### config.mk
export PLATFORM = sky130hd
export DESIGN_NAME = ram_access_arbiter
export DESIGN_NICKNAME = d
export VERILOG_FILES = /design/src/rtl/ram_access_arbiter.sv
export SDC_FILE = /design/constraint.sdc
export NUM_CORES = 1
export LEC_CHECK = 0
export CAP_MARGIN = 25
export CORE_MARGIN = 3
export CORE_UTILIZATION = 37
export DETAILED_ROUTE_END_ITERATION = 7
export GPL_ROUTABILITY_DRIVEN = 0
export PLACE_DENSITY = 0.8
export SETUP_SLACK_MARGIN = 0.1
export SYNTH_ARGS = -nofsm -noshare
export SYNTH_HDL_FRONTEND = slang
export SYNTH_SLANG_ARGS = --single-unit
### constraint.sdc
create_clock -name clock -period 1.7 [get_ports clock]
set_input_delay 0.34 -clock clock [delete_from_list [all_inputs] [get_ports clock]]
set_output_delay 0.34 -clock clock [all_outputs]
set_load 0.03 [all_outputs]
### src/rtl/ram_access_arbiter.sv
// RAM arbiter between the CPU, a host port and a shared synchronous RAM.
// Host steals single cycles in shared mode; CPU read data stays transparent.
module ram_access_arbiter #(
  parameter int ADDR_WIDTH  = 16,
  parameter int DATA_WIDTH  = 8,
  parameter int COUNT_WIDTH = 16
) (
  input  logic                   clock,
  input  logic                   reset,
  input  logic                   in_cpu_enable,
  input  logic [ADDR_WIDTH-1:0]  in_cpu_address,
  input  logic [DATA_WIDTH-1:0]  in_cpu_write,
  input  logic                   in_cpu_write_enable,
  output logic [DATA_WIDTH-1:0]  out_cpu_read,
  output logic                   out_cpu_stall,
  input  logic                   in_host_req,
  input  logic                   in_host_write_enable,
  input  logic [DATA_WIDTH-1:0]  in_host_write,
  input  logic                   in_host_load_address,
  input  logic [ADDR_WIDTH-1:0]  in_host_address,
  output logic                   out_host_ack,
  output logic [DATA_WIDTH-1:0]  out_host_read,
  output logic                   out_host_read_valid,
  output logic [ADDR_WIDTH-1:0]  out_host_pointer,
  output logic [COUNT_WIDTH-1:0] out_steal_count,
  output logic [ADDR_WIDTH-1:0]  out_ram_address,
  output logic [DATA_WIDTH-1:0]  out_ram_write,
  output logic                   out_ram_write_enable,
  input  logic [DATA_WIDTH-1:0]  in_ram_read
);

  typedef enum logic [1:0] {
    S_EXCL,
    S_CPU,
    S_STEAL
  } state_t;

  state_t state;
  state_t state_next;

  logic                   host_owns;
  logic                   host_ack;
  logic                   steal_hit;
  logic                   cpu_owned_q;
  logic [DATA_WIDTH-1:0]  cpu_capture_q;
  logic                   read_pending_q;
  logic [DATA_WIDTH-1:0]  host_read_q;
  logic [ADDR_WIDTH-1:0]  pointer_q;
  logic [COUNT_WIDTH-1:0] steal_count_q;

  // State register.
  always_ff @(posedge clock) begin
    if (reset) state <= S_EXCL;
    else       state <= state_next;
  end

  // Next state and RAM ownership; S_STEAL always returns to S_CPU/S_EXCL,
  // so the CPU gets at least one cycle between steals.
  always_comb begin
    state_next    = state;
    host_owns     = 1'b1;
    out_cpu_stall = 1'b1;
    unique case (state)
      S_EXCL: begin
        state_next = in_cpu_enable ? S_CPU : S_EXCL;
      end
      S_CPU: begin
        host_owns     = 1'b0;
        out_cpu_stall = 1'b0;
        if (!in_cpu_enable)   state_next = S_EXCL;
        else if (in_host_req) state_next = S_STEAL;
        else                  state_next = S_CPU;
      end
      S_STEAL: begin
        state_next = in_cpu_enable ? S_CPU : S_EXCL;
      end
      default: begin
        state_next = S_EXCL;
      end
    endcase
  end

  assign host_ack  = host_owns & in_host_req;
  assign steal_hit = host_ack & (state == S_STEAL);

  // RAM port mux: host uses its pointer, CPU uses its own address.
  always_comb begin
    out_ram_address      = in_cpu_address;
    out_ram_write        = in_cpu_write;
    out_ram_write_enable = in_cpu_write_enable;
    if (host_owns) begin
      out_ram_address      = pointer_q;
      out_ram_write        = in_host_write;
      out_ram_write_enable = host_ack & in_host_write_enable;
    end
  end

  // Host pointer: an explicit load beats the post-access increment.
  always_ff @(posedge clock) begin
    if (reset)                     pointer_q <= '0;
    else if (in_host_load_address) pointer_q <= in_host_address;
    else if (host_ack)             pointer_q <= pointer_q + 1'b1;
  end

  // Saturating count of cycles taken from a running CPU.
  always_ff @(posedge clock) begin
    if (reset) begin
      steal_count_q <= '0;
    end else if (steal_hit && steal_count_q != {COUNT_WIDTH{1'b1}}) begin
      steal_count_q <= steal_count_q + 1'b1;
    end
  end

  // Read-data tracking: remember who owned last cycle's RAM access and
  // hold the data so stalls never disturb what each side sees.
  always_ff @(posedge clock) begin
    if (reset) begin
      cpu_owned_q    <= 1'b0;
      cpu_capture_q  <= '0;
      read_pending_q <= 1'b0;
      host_read_q    <= '0;
    end else begin
      cpu_owned_q    <= ~host_owns;
      read_pending_q <= host_ack & ~in_host_write_enable;
      if (cpu_owned_q)    cpu_capture_q <= in_ram_read;
      if (read_pending_q) host_read_q   <= in_ram_read;
    end
  end

  assign out_cpu_read        = cpu_owned_q ? in_ram_read : cpu_capture_q;
  assign out_host_read       = read_pending_q ? in_ram_read : host_read_q;
  assign out_host_read_valid = read_pending_q;
  assign out_host_ack        = host_ack;
  assign out_host_pointer    = pointer_q;
  assign out_steal_count     = steal_count_q;

endmodule

# --- After elaboration in Yosys (flattened, before gate mapping) ---
# Cells that the tools add are included.
classes:
  mux: 12
  n_addsub: 2
  bitwise_logic: 5
  n_eq_ne: 3
  n_reduce_logical: 4
op_table:
  columns: ["cell", "n"]
  rows:
  - ["2-to-1 mux 16 bit", 3]
  - ["adder 16 x 1 -> 16 bit, second input constant", 2]
  - ["2-to-1 mux 8 bit", 3]
  - ["!= test 16 bit, second input constant", 1]
  - ["bitwise AND 1 bit", 4]
  - ["2-to-1 mux 2 bit", 2]
  - ["one-hot mux 2 bit (2 select lines)", 1]
  - ["2-to-1 mux 1 bit", 3]
  - ["equality test 2 x 1 -> 1 bit, second input constant", 1]
  - ["equality test 2 bit, second input constant", 1]
  - ["logical NOT 2 bit", 1]
  - ["nonzero test 2 bit", 1]
  - ["OR reduction 2 bit", 1]
  - ["logical AND 1 bit", 1]
  - ["NOT 1 bit", 1]
totals:
  out_inout_bits: 76
  wordCells: 33
  in_bits: 63
  ff_bits: 52

# --- Depth between registers and ports, before layout ---
depth:
  ltp_word: 5
  ltp_mapped: 6
  depth_no_buf: 5

# --- Least setup slack after synthesis ---
# No wires, ideal clock.
synth_timing:
  path_type: "register to register"
  start: "reg steal_count_q[0], in the netlist out_steal_count[0]"
  end: "reg steal_count_q[6], in the netlist out_steal_count[6]"
  t_arrival_ps: 1782
  slack_ps: -153
  synth_period_minus_slack_ps: 1853
  required_ps: 1630
  setup_time_ps: 70
  stages_incl_launch_ff: 6
  path_buffers: 0
  path_cell_list: "dfxtp_1 ha_1 nand3_1 or2_1 or4_1 a21oi_1"
synth_between:
  elab_chain_len: 2
  word_cells_on_any_way: 3
  cone_classes: "add/sub: 1; eq/ne: 1; reduce/logical: 1"
synth_lines:
  columns: ["element", "line_no", "source"]
  rows:
  - ["from (decl)", "49", "logic [COUNT_WIDTH-1:0] steal_count_q;"]
  - ["from (signal assigned)", "110", "steal_count_q <= steal_count_q + 1'b1;"]
  - ["parallel branches: the longest is 2 deep, another holds adder 16 x 1 -> 16 bit", null, null]
# Several ways; the timed one is not identified.
# A chain may end at the register's enable or synchronous reset.

# --- Worst setup path after layout ---
layout_timing:
  start: "reg state[0]"
  end: "out out_ram_address[6]"
layout_between:
  elab_chain_len: 2
layout_lines:
  columns: ["element", "line_no", "source"]
  rows:
  - ["from (decl)", "38", "state_t state;"]
  - ["from (signal assigned)", "54", "else state <= state_next;"]
  - ["equality test 2 x 1 -> 1 bit", "63", "unique case (state)"]
  - ["2-to-1 mux 16 bit", "91", "if (host_owns) begin"]
  - ["to (decl)", "26", "output logic [ADDR_WIDTH-1:0] out_ram_address,"]
# Every way passes these cells.

==> results.sh <==
export IMPL_ir_worst_vdd_mv=0.379
export IMPL_post_drt_wl_per_cell_um=17.9
export IMPL_grt_pass1_vias=3474
export IMPL_postRouteAntennaNets=0
export IMPL_vias=3532
export IMPL_ys_seq_area_share_pct=37.3
export IMPL_initialDrtViolationCount=138
export IMPL_cts_max_path_buffers=2
export IMPL_p_per_area_nw_per_um2=569
export IMPL_cts_tree="done"
export IMPL_cts_root_buffer="clkbuf_8"
export IMPL_dpl_cell_area_sq_um=4440
export IMPL_finalCritPeriodShare_pct=106
export IMPL_synth_cell_types=51
export IMPL_antenna_found_initial=0
export IMPL_path_class="reg2out"
export IMPL_layout_common_cells="clkdlybuf4s50_1 (60), buf_6 (55), nand2_2 (41)"
export IMPL_critPathSlowestCell="dfxtp_2"
export IMPL_final_hold_violation_count=0
export IMPL_drv_cap=0
export IMPL_status="finished with violations"
export IMPL_grt_setup_unrepaired="true"
export IMPL_p_leak_nw=2.48
export IMPL_end_kind="output port"
export IMPL_p_comb_share_pct=36.0
export IMPL_min_path_type="in2reg"
export IMPL_crit_path_start_kind="register"
export IMPL_synth_cells=356
export IMPL_htreeDepth=2
export IMPL_die_area_sq_um=8630
export IMPL_start_util_pct=38.3
export IMPL_netSwitchingFraction_pct=32.7
export IMPL_p_clk_share_pct=23.0
export IMPL_drtPass1Iterations=4
export IMPL_grtUsageTotal_pct=23.6
export IMPL_fin_nets=607
export IMPL_fp_dieH_um=92.9
export IMPL_yosysWarningCount=0
export IMPL_synth_area_sq_um=2790
export IMPL_numCtsBuffers=5
export IMPL_tightestPinTransition_ps=401
export IMPL_max_freq_ghz=0.557
export IMPL_diodes=0
export IMPL_coreArea_sq_um=7290
export IMPL_cp_common_cell="buf_6"
export IMPL_critical_path_top_delay_family="buffers and inverters"
export IMPL_fin_ws_ps=-94.4
export IMPL_avgSynthCellArea_sq_um=7.84
export IMPL_critPathMaxStageDelay_ps=340
export IMPL_area_growth_pct=102
export IMPL_maxSlewHeadroom_pct=73.2
export IMPL_critPathBufInv=4
export IMPL_p_int_w=0.00216
export IMPL_yosys_most_used_dff="dfxtp_1"
export IMPL_synth_async_reset_ratio_pct=0
export IMPL_slew_violations=0
export IMPL_pwr_share_seq_pct=41.0
export IMPL_grt_pass1_wl_mm=16.6
export IMPL_die_w_um=92.9
export IMPL_crit_required_ps=1360
export IMPL_setup_viol=25
export IMPL_n_fill_cell=476
export IMPL_worstPathArrival_ps=1450
export IMPL_r2r_slack_ps=0
export IMPL_violations="negative setup slack"
export IMPL_grt_ovfl_total=0
export IMPL_design_area_sq_um=5650
export IMPL_worstPathCellList="nor2b_4 -> buf_6 -> buf_6 -> buf_16 -> nand2_4 -> nand2_2 -> buf_6"
export IMPL_pre_cts_ws_ps=-330
export IMPL_routed_via_density=5.50
export IMPL_finClkSkew_ps=7.28
export IMPL_synthesis_nets=421
export IMPL_final_common_cell="clkdlybuf4s50_1"
export IMPL_io_buffers=138
export IMPL_fin_crit_ps=1790
export IMPL_layout_drive_gt1_share_pct=45.7
export IMPL_synth_edf_count=0
export IMPL_ys_ff_latch=52
export IMPL_post_dp_hpwl_mm=6.73
export IMPL_ios=139
export IMPL_power_switching_w=0.00105
export IMPL_path_clk_slew_ps=100
export IMPL_grt_max_degree=25
export IMPL_num_rows=31
export IMPL_path_max_fanout=5
export IMPL_cts_hold_buf=0
export IMPL_drc=0
export IMPL_drt_wl_total_mm=11.5
export IMPL_clk_latency_ps=300
export IMPL_cts_sinks=52
==> worst register-to-register path: stages, from the launching register on <==
cell,delay (ps)
dfxtp_2,330
nor2b_4,130
buf_6,130
inv_12,100
buf_6,130
nand4_1,200
or3_1,400
a311oi_1,200
==> flip-flops by register name, indices dropped and copies added, names as in the netlist <==
signal,count
cpu_owned_q,1
out_host_read_valid,1
out_steal_count,16
state,2
cpu_capture_q,8
host_read_q,8
out_host_pointer,16
==> Yosys cell counts (all sizes together), types with 2 or more instances <==
master / n / area, sq um
nand3: 10 / 50.1
or4: 6 / 45.0
or3: 6 / 37.5
nor2: 22 / 82.6
nor4bb: 2 / 26.3
nor4b: 2 / 17.5
clkbuf: 16 / 60.1
nor4: 5 / 37.5
a311oi: 5 / 43.8
nand4: 12 / 81.3
a211oi: 10 / 75.1
dfxtp: 52 / 1040
o21ai: 9 / 45.0
nor3: 7 / 35.0
xor2: 2 / 17.5
inv: 9 / 33.8
nor2b: 17 / 106
o31ai: 6 / 45.0
xnor2: 5 / 43.8
ha: 2 / 25.0
and3: 3 / 18.8
a21oi: 16 / 80.1
nand2: 84 / 315
o31a: 4 / 35.0
nand3b: 2 / 15.0
buf: 5 / 26.3
and4: 6 / 55.1
mux2: 17 / 191
==> power groups by stage <==
stage / sequential [W] / combinational (W) / clock (W)
after global routing: 0.00132 / 0.00121 / 0.000789
after global placement: 0.00133 / 0.000837 / 0
after floorplan: 0.00138 / 0.000370 / 0
after detailed placement: 0.00133 / 0.000846 / 0
after CTS: 0.00131 / 0.00105 / 0.000754
final: 0.00132 / 0.00116 / 0.000739
==> final timing paths <==
check	from	to	depth (start not counted)
min	reset	out_steal_count[3]	2
max reg2reg	state[0]	out_host_pointer[10]	7
min reg2reg	out_steal_count[15]	out_steal_count[15]	1
max	state[0]	out_ram_address[6]	7
==> final cells by class <==
cell class | count | area (sq um) | area share (%)
multi-input cells | 273 | 2190 | 38.7
inverters | 10 | 50.0 | 0.887
flip-flops and latches | 52 | 1090 | 19.3
repair buffers | 200 | 2100 | 37.3
clock buffers | 8 | 90.1 | 1.60
well taps | 99 | 124 | 2.19
==> metrics by stage <==
stage	power, W	utilization, %	hold WS, ps	std cells	setup TNS [ps]
floorplan	0.00175	-	419	356	0
global placement	0.00217	60.9	478	608	-4860
detailed placement	0.00218	60.9	480	608	-5730
CTS	0.00311	71.8	416	634	-1180
global route	0.00332	77.4	443	642	-3380
finish	0.00321	77.4	435	642	-1630
==> cells by family after synthesis <==
logic type / count (synthesis) / synth area share [%]
AND/OR/NAND/NOR: 188 / 34.1
AO/OA/AOI/OAI: 58 / 13.9
flip-flops: 52 / 37.3
buffers and inverters: 31 / 4.44
multiplexers: 18 / 7.21
XOR/XNOR: 7 / 2.20
adder cells (fa/ha/maj): 2 / 0.896
==> metal layers <==
layer / vias up / GRT usage, % / part of all wire [%]
met5: - / 0 / 0
met4: 0 / 9.40 / 3.3
met3: 34 / 5.28 / 7.1
met2: 185 / 42.5 / 52
met1: 1674 / 26.9 / 38
li1: 1639 / - / -
==> timing repair <==
item / 4_1_cts / 5_1_grt
setup endpoints to repair: 92 / 69
cloned: 6 / 1
pin swaps: 34 / 56
buffers inserted: 13 / 7
gates resized for setup: 180 / 85
(Power assumes the default switching activity.)
==> edit 1: new RTL, same flow settings <==
`DATA_WIDTH`: 8 -> 9.
--- a/src/rtl/ram_access_arbiter.sv
+++ b/src/rtl/ram_access_arbiter.sv
@@ -2,7 +2,7 @@
 // Host steals single cycles in shared mode; CPU read data stays transparent.
 module ram_access_arbiter #(
   parameter int ADDR_WIDTH  = 16,
-  parameter int DATA_WIDTH  = 8,
+  parameter int DATA_WIDTH  = 9,
   parameter int COUNT_WIDTH = 16
 ) (
   input  logic                   clock,
Ports: changed (6 resized); port bits go from 139 to 145. The function was not compared with the original's and may differ.
==> edit 1 against the original RTL <==
  * The flow still finishes with violations (negative setup slack)
  * Routed wire length is 5.5% higher
  * Sequential cell count is 2 higher
  * Synthesized area is 3.7% higher
  * Final area increased by 4.3%
  * Clock skew is 0.00075 ns higher
  * Total power increased by 2.6%
  * Synthesized cell count increased by 1.4%
  * Maximum frequency fell by 2.9%
  * Setup slack worse by 0.054 ns
  * Sequential share of layout area rose by 0.44 points
==> edit 1: results (changes against the original RTL) <==
## Hold path
• out_steal_count[2] — origin of the worst min-delay path, was reset

## Timing
• 36 — final count of negative-setup-slack endpoints, was 25
• -3.52 ns — Fin Setup TNS, was -1.63 ns
• 0.514 ns — hold slack final, was 0.435 ns
• 0.679 ns — Least-Margin Pin Slew, was 0.401 ns
• -0.148 ns — final worst setup slack, was -0.0944 ns

## Logic synthesis
• 0.0851 — mux cell area share after synthesis, was 0.0721
• 0.132 — Synth Area in Compound Gates, was 0.139
• 0.00864 — share of synthesized cell area in full adder, half adder and majority cells, was 0.00896
• 44 — count of distinct cell types in the synthesized netlist, was 51

## Layout
• 0.795 — utilization of the core after routing, was 0.774
• 0.0166 — clock network contribution to total cell area, was 0.0160
• 5 — Clock Buffer Count, was 8
• 7 — Non-Clock Inverter Count, was 10
• 448 — total of fill cells in the finished design, was 476
• 665 — count of non-filler cells in the finished layout, was 642
• 218 — Plain + repair buffers, was 200

## Routing
• 5.42 — post-DR vias/cell, was 5.50
• 18.2 um — final routed wire length divided by cell count, was 17.9 um

## Worst setup path
• out_ram_write[8] — critical path endpoint, was out_ram_address[6]

## CTS
• 16 — post-CTS setup-driven buffer insertion count, was 13

## Place
• 144 — count of buffers from port buffering, was 138
• 6930 um — half-perimeter wire length of the detailed placement result, was 6730 um
• 4660 um2 — area post-placement, was 4440 um2

## Global route
• 3,555 — via count of the first global-routing pass, was 3,474
• 16,700 um — global-route wire length before repair, was 16,600 um

## Status
• finished, violations left — outcome, unchanged
• negative setup slack — violated checks, unchanged

## Floorplanning
• 7410 um2 — area of the core, was 7290 um2

[edit 1: cell types whose count changed after synthesis, moves of 4 or more]
cell                       unedited run  this run
sky130_fd_sc_hd__o21ai_1              4         0
sky130_fd_sc_hd__o31ai_1              6        13
sky130_fd_sc_hd__mux2_2              16        21
sky130_fd_sc_hd__a311oi_1             5         9
sky130_fd_sc_hd__a211oi_1            10         6
sky130_fd_sc_hd__or4_1                6        12
sky130_fd_sc_hd__nor3_1               7         3
sky130_fd_sc_hd__nor2b_1             17        22
sky130_fd_sc_hd__xnor2_1              5         1
[edit 1: report_power, final]
group / leakage (nW) / internal, mW / switching (mW)
sequential: 0.458 / 1.29 / 0.0565
clock: 0.0502 / 0.307 / 0.493
combinational: 2.03 / 0.564 / 0.582
[edit 1: metal layers]
metal | global-route usage | up-vias | routed length (um)
met5 | 0 | - | 0
met4 | 0.0745 | 0 | 232
met3 | 0.0614 | 20 | 917
met2 | 0.426 | 154 | 6530
met1 | 0.266 | 1742 | 4420
li1 | - | 1690 | -
==> edit 2: new RTL, same flow settings <==
Without the edit above. Re-encode `state_t` (3 states) as one-hot, 3 bits wide.
--- a/src/rtl/ram_access_arbiter.sv
+++ b/src/rtl/ram_access_arbiter.sv
@@ -29,10 +29,10 @@
   input  logic [DATA_WIDTH-1:0]  in_ram_read
 );
 
-  typedef enum logic [1:0] {
-    S_EXCL,
-    S_CPU,
-    S_STEAL
+  typedef enum logic [2:0] {
+    S_EXCL  = 3'b001,
+    S_CPU   = 3'b010,
+    S_STEAL = 3'b100
   } state_t;
 
   state_t state;
Formal check against the unedited RTL: same outputs for any inputs over 4 cycles, from zero or initial values and one cycle with reset high; so few cycles prove little.
==> edit 2 against the original RTL <==
  * The run still ends with negative setup slack left
  * Sequential share of layout area shrank 0.89 points
  * Setup slack lost 0.18 ns
  * Final cell count grew 2.5%
  * Via count rose by 3.8%
  * Total power decreased by 3.8%
  * Routed wire length grew 11%
  * Synthesized area rose by 1.6%
  * Critical path depth stayed put
  * Final area up 8.8%
  * Sequential cell count rose by 1
  * Critical path type unchanged
  * Critical endpoint is now out_ram_address[0]
==> edit 2: results (changes against the original RTL) <==
## Logic synthesis
• 422 — total nets after synthesis, was 421
• 0.00882 — share of synthesized cell area in full adder, half adder and majority cells, was 0.00896
• 53 — FF+latch count, synth, was 52
• 47 — count of distinct cell types in the synthesized netlist, was 51
• 0.0785 — mux cell area share after synthesis, was 0.0721
• 0.374 — Seq/Total Area, Yosys, was 0.373
• 0.0278 — xor/xnor share of the synthesized area, was 0.0220
• 80 x sky130_fd_sc_hd__nand2_1, 53 x sky130_fd_sc_hd__dfxtp_1, 20 x sky130_fd_sc_hd__nor2_1, 20 x sky130_fd_sc_hd__nor2b_1, 18 x sky130_fd_sc_hd__mux2_2 — commonest cells in the synthesized netlist, was 84 x sky130_fd_sc_hd__nand2_1, 52 x sky130_fd_sc_hd__dfxtp_1, 22 x sky130_fd_sc_hd__nor2_1, 17 x sky130_fd_sc_hd__nor2b_1

## Layout
• 0.0151 — clock network contribution to total cell area, was 0.0160
• 658 — count of non-filler cells in the finished layout, was 642
• 216 — Plain + repair buffers, was 200
• 1 — count of inserted antenna diode cells, was 0
• 0.356 — relative area of non-clock buffer cells in the final design, was 0.373
• 0.418 — fraction of area in multi-input gates, was 0.387

## Place
• 617 — count of placed standard cells including taps, was 608
• 4970 um2 — area post-placement, was 4440 um2
• 7170 um — half-perimeter wire length of the detailed placement result, was 6730 um

## Global route
• 0.0611 — M3 GR Usage, was 0.0528
• 1 — antenna violations before repair, was 0
• 0.485 — GR Layer Usage met2, was 0.425
• 3,665 — via count of the first global-routing pass, was 3,474

## Floorplanning
• 7330 um2 — area of the core, was 7290 um2

## Status
• negative setup slack — violated checks, unchanged
• finished, violations left — outcome, unchanged

## Timing
• 43 — final count of negative-setup-slack endpoints, was 25
• 0.654 ns — Least-Margin Pin Slew, was 0.401 ns
• -7.76 ns — Fin Setup TNS, was -1.63 ns
• -0.274 ns — final worst setup slack, was -0.0944 ns

## Routing
• 19.4 um — final routed wire length divided by cell count, was 17.9 um
• 4730 um — met1 routed wirelength after detailed routing, was 4340 um
• 6660 um — wire length on met2, was 5940 um
• 5.57 — post-DR vias/cell, was 5.50
• 935 um — Met3 Wirelength, was 815 um

## Worst setup path
• state[0] — Worst R2R Start, unchanged
• 0.36 ns — Worst path max stage delay, was 0.34 ns
• out_ram_address[0] — critical path endpoint, was out_ram_address[6]
• 6 — Max Fanout on Critical Path, was 5
• out_host_pointer[2] — worst reg2reg path endpoint, was out_host_pointer[10]

## Pwr
• 399 uV — Max rail drop VDD, was 379 uV
• 2.62 nW — leakage power of the design, was 2.48 nW

[edit 2: cell types whose count changed in the layout (fill, tap and decap cells not counted), moves of 7 or more]
cell	unedited run	this run
sky130_fd_sc_hd__buf_4	36	48
sky130_fd_sc_hd__nand2_2	41	15
sky130_fd_sc_hd__dfxtp_2	19	12
sky130_fd_sc_hd__dfxtp_4	7	15
sky130_fd_sc_hd__nand2_4	23	51
[edit 2: worst min-delay path by stage]
stage          slack [ns]                 start                   to
3_5_place_dp         0.50    out_steal_count[7]   out_steal_count[7]
3_3_place_gp         0.49    out_steal_count[7]   out_steal_count[7]
4_1_cts              0.50                 reset       host_read_q[4]
2_1_floorplan        0.42  in_host_write_enable  out_host_read_valid
5_1_grt              0.53   out_steal_count[13]  out_steal_count[13]
6_report             0.51   out_steal_count[13]  out_steal_count[13]
[edit 2: where the power goes]
group	switching, mW	leakage [nW]	internal, mW
Combinational	0.526	2.12	0.493
Clock	0.452	0.0491	0.300
Sequential	0.0510	0.448	1.27
Total	1.03	2.62	2.06
